$ cat config.mk
export PLATFORM = sky130hd
export DESIGN_NAME = lfsr_range_sampler
export DESIGN_NICKNAME = d
export VERILOG_FILES = /design/src/rtl/rng_pkg.sv /design/src/rtl/rng_fifo.sv /design/src/rtl/lfsr_range_sampler.sv
export SDC_FILE = /design/constraint.sdc
export NUM_CORES = 1
export LEC_CHECK = 0
export CORE_ASPECT_RATIO = 0.75
export CORE_UTILIZATION = 55
export CTS_BUF_LIST = sky130_fd_sc_hd__clkbuf_8
export DETAILED_ROUTE_END_ITERATION = 10
export MAX_ROUTING_LAYER = met4
export PLACE_DENSITY = 0.81
export SETUP_SLACK_MARGIN = 0.02
export SLEW_MARGIN = 10
export SYNTH_ARGS = -nofsm -noshare
export SYNTH_HDL_FRONTEND = slang
export SYNTH_HIERARCHICAL = 1
export SYNTH_SLANG_ARGS = --single-unit
export TNS_END_PERCENT = 5
$ cat constraint.sdc
create_clock -name clk -period 5.7 [get_ports clk]
set_clock_uncertainty 0.15 [all_clocks]
set_input_delay 1.14 -clock clk [delete_from_list [all_inputs] [get_ports clk]]
set_output_delay 1.14 -clock clk [all_outputs]
set_load 0.03 [all_outputs]
$ cat src/rtl/rng_pkg.sv
// rtl/rng_pkg.sv - shared constants, clog2 helper and sampler state type for the rng blocks
package rng_pkg;

  localparam int RNG_WIDTH = 32;
  localparam int RNG_LIMIT = 100;

  typedef enum logic {
    IDLE = 1'b0,
    SCAN = 1'b1
  } sampler_state_t;

  // Bits needed to index 'value' distinct items; clog2(1) = 0.
  function automatic int clog2(input int value);
    int r;
    r = 0;
    for (int i = 0; i < 31; i++) begin
      if ((1 << i) < value) r = i + 1;
    end
    return r;
  endfunction

endpackage

$ cat src/rtl/rng_fifo.sv
// rtl/rng_fifo.sv - synchronous FIFO whose read data is a register always holding the head entry
module rng_fifo
  import rng_pkg::*;
#(
  parameter int W     = 7,
  parameter int DEPTH = 4
) (
  input  logic         clk,
  input  logic         rst,
  input  logic         push,
  input  logic [W-1:0] push_data,
  input  logic         pop,
  output logic [W-1:0] pop_data,
  output logic         empty,
  output logic         full
);

  localparam int AW = clog2(DEPTH);
  localparam logic [AW:0] FULL_CNT = (AW + 1)'(DEPTH);

  logic [W-1:0]  mem [DEPTH];
  logic [AW-1:0] wr_ptr;
  logic [AW-1:0] rd_ptr;
  logic [AW-1:0] rd_next;
  logic [AW:0]   count;
  logic          do_push;
  logic          do_pop;

  assign empty   = (count == '0);
  assign full    = (count == FULL_CNT);
  assign do_pop  = pop && !empty;
  assign do_push = push && (!full || do_pop);
  assign rd_next = rd_ptr + 1'b1;

  always_ff @(posedge clk) begin
    if (do_push) mem[wr_ptr] <= push_data;
  end

  always_ff @(posedge clk or posedge rst) begin
    if (rst) begin
      wr_ptr   <= '0;
      rd_ptr   <= '0;
      count    <= '0;
      pop_data <= '0;
    end else begin
      if (do_push) wr_ptr <= wr_ptr + 1'b1;
      if (do_pop)  rd_ptr <= rd_next;
      case ({do_push, do_pop})
        2'b10:   count <= count + 1'b1;
        2'b01:   count <= count - 1'b1;
        default: count <= count;
      endcase
      // Keep pop_data equal to whatever will be the head after this cycle.
      if (empty && do_push) begin
        pop_data <= push_data;
      end else if (do_pop) begin
        if (count > 1)    pop_data <= mem[rd_next];
        else if (do_push) pop_data <= push_data;
      end
    end
  end

endmodule

$ cat src/rtl/lfsr_range_sampler.sv
// rtl/lfsr_range_sampler.sv - slices random words into chunks, rejects chunks >= LIMIT, queues the rest
module lfsr_range_sampler
  import rng_pkg::*;
#(
  parameter int WIDTH = RNG_WIDTH,
  parameter int LIMIT = RNG_LIMIT,
  parameter int DEPTH = 4
) (
  input  logic                     clk,
  input  logic                     rst,
  input  logic [WIDTH-1:0]         in_data,
  input  logic                     in_valid,
  output logic                     in_ready,
  output logic [clog2(LIMIT)-1:0]  out_data,
  output logic                     out_valid,
  input  logic                     out_ready,
  output logic [15:0]              reject_count
);

  localparam int BITS   = clog2(LIMIT);
  localparam int CHUNKS = WIDTH / BITS;
  localparam int IDXW   = (CHUNKS > 1) ? clog2(CHUNKS) : 1;
  localparam logic [IDXW-1:0] LAST_IDX = IDXW'(CHUNKS - 1);
  localparam logic [BITS:0]   LIMIT_V  = (BITS + 1)'(LIMIT);

  sampler_state_t  state;
  logic [WIDTH-1:0] word;
  logic [IDXW-1:0]  idx;

  logic [BITS-1:0] chunk;
  logic            scanning;
  logic            accept;
  logic            fifo_empty;
  logic            fifo_full;
  logic            pop;
  logic            push_ok;
  logic            push;
  logic            chunk_done;
  logic            last;

  assign chunk      = word[idx*BITS +: BITS];
  assign scanning   = (state == SCAN);
  assign accept     = ({1'b0, chunk} < LIMIT_V);
  assign pop        = !fifo_empty && out_ready;
  // A full FIFO still takes a push when the head leaves in the same cycle.
  assign push_ok    = !fifo_full || pop;
  assign push       = scanning && accept && push_ok;
  assign chunk_done = scanning && (!accept || push_ok);
  assign last       = (idx == LAST_IDX);
  assign in_ready   = (state == IDLE) || (chunk_done && last);
  assign out_valid  = !fifo_empty;

  always_ff @(posedge clk or posedge rst) begin
    if (rst) begin
      state        <= IDLE;
      word         <= '0;
      idx          <= '0;
      reject_count <= '0;
    end else begin
      if (scanning && !accept) reject_count <= reject_count + 16'd1;
      if (in_valid && in_ready) begin
        word  <= in_data;
        idx   <= '0;
        state <= SCAN;
      end else if (chunk_done) begin
        if (last) state <= IDLE;
        else      idx   <= idx + 1'b1;
      end
    end
  end

  rng_fifo #(
    .W     (BITS),
    .DEPTH (DEPTH)
  ) u_fifo (
    .clk       (clk),
    .rst       (rst),
    .push      (push),
    .push_data (chunk),
    .pop       (pop),
    .pop_data  (out_data),
    .empty     (fifo_empty),
    .full      (fifo_full)
  );

endmodule
==> qor.yml <==
status: "complete, no violations"
use_met3_pct: 4.740
power_per_cell_area_mw_per_mm2: 618.6
hold_buffers: 0
max_cap_violations: 0
overflow: 0
drive_gt1_share_pct: 22.87
post_cts_resized: 0
wl_um: 7313
p_sw_mw: 1.095
tightest_slew_ns: 1.037
place.port_buffers: 56
ioPinCount: 61
postCtsSetupBuffers: 0
busiest_layer: "met2"
diodes: 0
use_met1_pct: 29.02
mappedNetlistArea_mm2: 0.004125
clk_pin_slew_ns: 0.08
clock_latency_ns: 0.35
cts_max_path_buffers: 2
n_fill_cell: 516
die_w_um: 102
hold_viol: 0
drc: 0
period_needed_ns: 4.346
root_buffer: "clkbuf_8"
first_pass_iters: 4
grt_max_degree: 48
worstHoldPathCells: 1
numCtsBuffers: 9
nets: 382
cp_max_fo: 10
die-area_mm2: 0.007854
drt_iter0_markers: 65
synth-seq-cells: 89
fin_crit_sh_pct: 76.24
cts_tree: "yes"
start_kind: "register"
synth_edf_count: 28
wl_per_cell_um: 16.66
slew_headroom_pct: 30.72
synthFlopType: "dfrtp_1"
avgSynthCellArea_um2: 14.89
startpoint: "idx[0]"
synth_cells: 277
yosysMostFrequentCell: "dfrtp_1"
synth_area_leader_cell: "dfrtp_1"
instances_no_fill: 439
crit_type: "register to output pin"
ant_nets: 0
synthDistinctLibCells: 44
antenna_found_initial: 0
grt_pass1_wl_um: 12350
ir_drop_v: 0.0003191
dpl-instance-area_mm2: 0.004755
vias_per_cell: 5.374
post-route-cell-area_mm2: 0.004926
grt_usage_pct: 21.80
synthToLayoutAreaGrowth_pct: 19.41
cp.arrival_ns: 3.06
reg2reg_from: "idx[0]"
ys_seq_area_share_pct: 57.39
r2r_end: "u_fifo/mem[2][1]"
combPwrFrac_pct: 46.6
gp_congestion: 0.7781
cts_sinks: 89
yosys-top-cells-count: "dfrtp_1, edfxtp_1, mux2_2"
hpwlAfterDp_um: 5207
p_clk_share_pct: 12.4
core_mm2: 0.007027
rsz0062_at_grt: "no"
async_flop_share_pct: 68.54
dp.cells: 423
synth_top_area_share_pct: 37.00
timing.fmax_mhz: 230.1
p_leak_nw: 2.017
vias: 2359
timing.setup.tns_ns: 0
start_util_pct: 58.71
p_int_mw: 1.952
p_seq_share_pct: 41.0
sw_frac_of_total_pct: 35.94
fp.dieH_um: 77
reg2reg_slack_ns: 1.95
setup_viol: 0
rows: 26
yosysWarnings: 6
final_util_pct: 70.10
cp-end-kind: "output pin"
grt_pass1_vias: 2532
syn_nets: 323
min_path_type: "register to register"
grtUsageMet2_pct: 33.56
slew_violations: 0
required_ns: 4.41
hold_path_end: "reject_count[15]"
hp-start: "reject_count[15]"
htree_levels: 3
ys_top_cells_by_area: "dfrtp_1, edfxtp_1, mux4_2"
rr_worst_depth: 5
==> logic make-up after synthesis <==
| kind of cell | Yosys count | share of synthesized area, % |
|---|---|---|
| DFF | 89 | 57.39 |
| and+or+nand+nor | 60 | 7.977 |
| muxes | 58 | 21.08 |
| AOI/OAI and AO/OA | 20 | 3.579 |
| buffers and inverters | 20 | 2.669 |
| xor gates and xnor gates | 19 | 4.034 |
| adders and majority gates | 11 | 3.276 |
==> registers in the layout (all words and copies together) (netlist names) <==
| register | cells |
|---|---|
| idx | 2 |
| reject_count | 16 |
| scanning | 1 |
| u_fifo/count | 3 |
| u_fifo/mem | 28 |
| u_fifo/pop_data | 7 |
| u_fifo/rd_ptr | 2 |
| u_fifo/wr_ptr | 2 |
| word | 28 |
==> worst max path at each step <==
stage	end	slack, ns	cells after the start
after CTS	in_ready	1.32	5
after global routing	in_ready	1.20	5
after floorplan	in_ready	2.61	5
after detailed placement	in_ready	1.67	6
final	in_ready	1.35	5
after global placement	in_ready	1.68	6
==> cell usage in the layout, fill, tap and decap left out, types with 12 or more instances in the layout <==
master	instances
edfxtp_1	28
inv_1	13
mux2_4	16
nand2_1	15
clkdlybuf4s50_1	56
mux4_2	14
mux2_2	27
dfrtp_1	61
xnor2_1	12
==> worst max-delay path: stages (launching register included) <==
cell	delay [ns]
dfrtp_1	0.70
mux4_2	0.66
o311a_1	0.43
o21ai_2	0.20
nand2_1	0.09
clkdlybuf4s50_1	0.62
==> final cells by class <==
| cell class | count | area, µm² | share of cell area (%) |
|---|---|---|---|
| flip-flops and latches | 89 | 2367 | 48.06 |
| multi-input cells | 168 | 1659 | 33.68 |
| repair buffers | 56 | 560.5 | 11.38 |
| clock buffers | 10 | 137.6 | 2.794 |
| well taps | 98 | 122.6 | 2.489 |
| inverters | 12 | 45.04 | 0.9144 |
| clock inverters | 6 | 33.78 | 0.6858 |
==> stage by stage <==
stage / hold slack [ns] / setup slack, ns / total power, mW
after CTS: 0.3384 / 1.318 / 3.076
after floorplan: 0.3251 / 2.610 / 2.325
after global routing: 0.3445 / 1.203 / 3.249
after global placement: 0.3082 / 1.676 / 2.614
final: 0.3287 / 1.354 / 3.047
after detailed placement: 0.3258 / 1.668 / 2.691
==> power by group through the flow <==
stage,Sequential (mW),Clock (mW),Combinational (mW)
detailed placement,1.26,0,1.43
global route,1.29,0.410,1.55
global placement,1.24,0,1.37
CTS,1.25,0.389,1.43
floorplan,1.24,0,1.09
finish,1.25,0.378,1.42
==> per-layer routing <==
layer	vias to the layer above	wire length, µm
met4	0	71
li1	1120	-
met2	49	3544
met1	1183	3447
met3	7	250
met5	-	0
No activity file was read; power rests on OpenSTA's default activity.
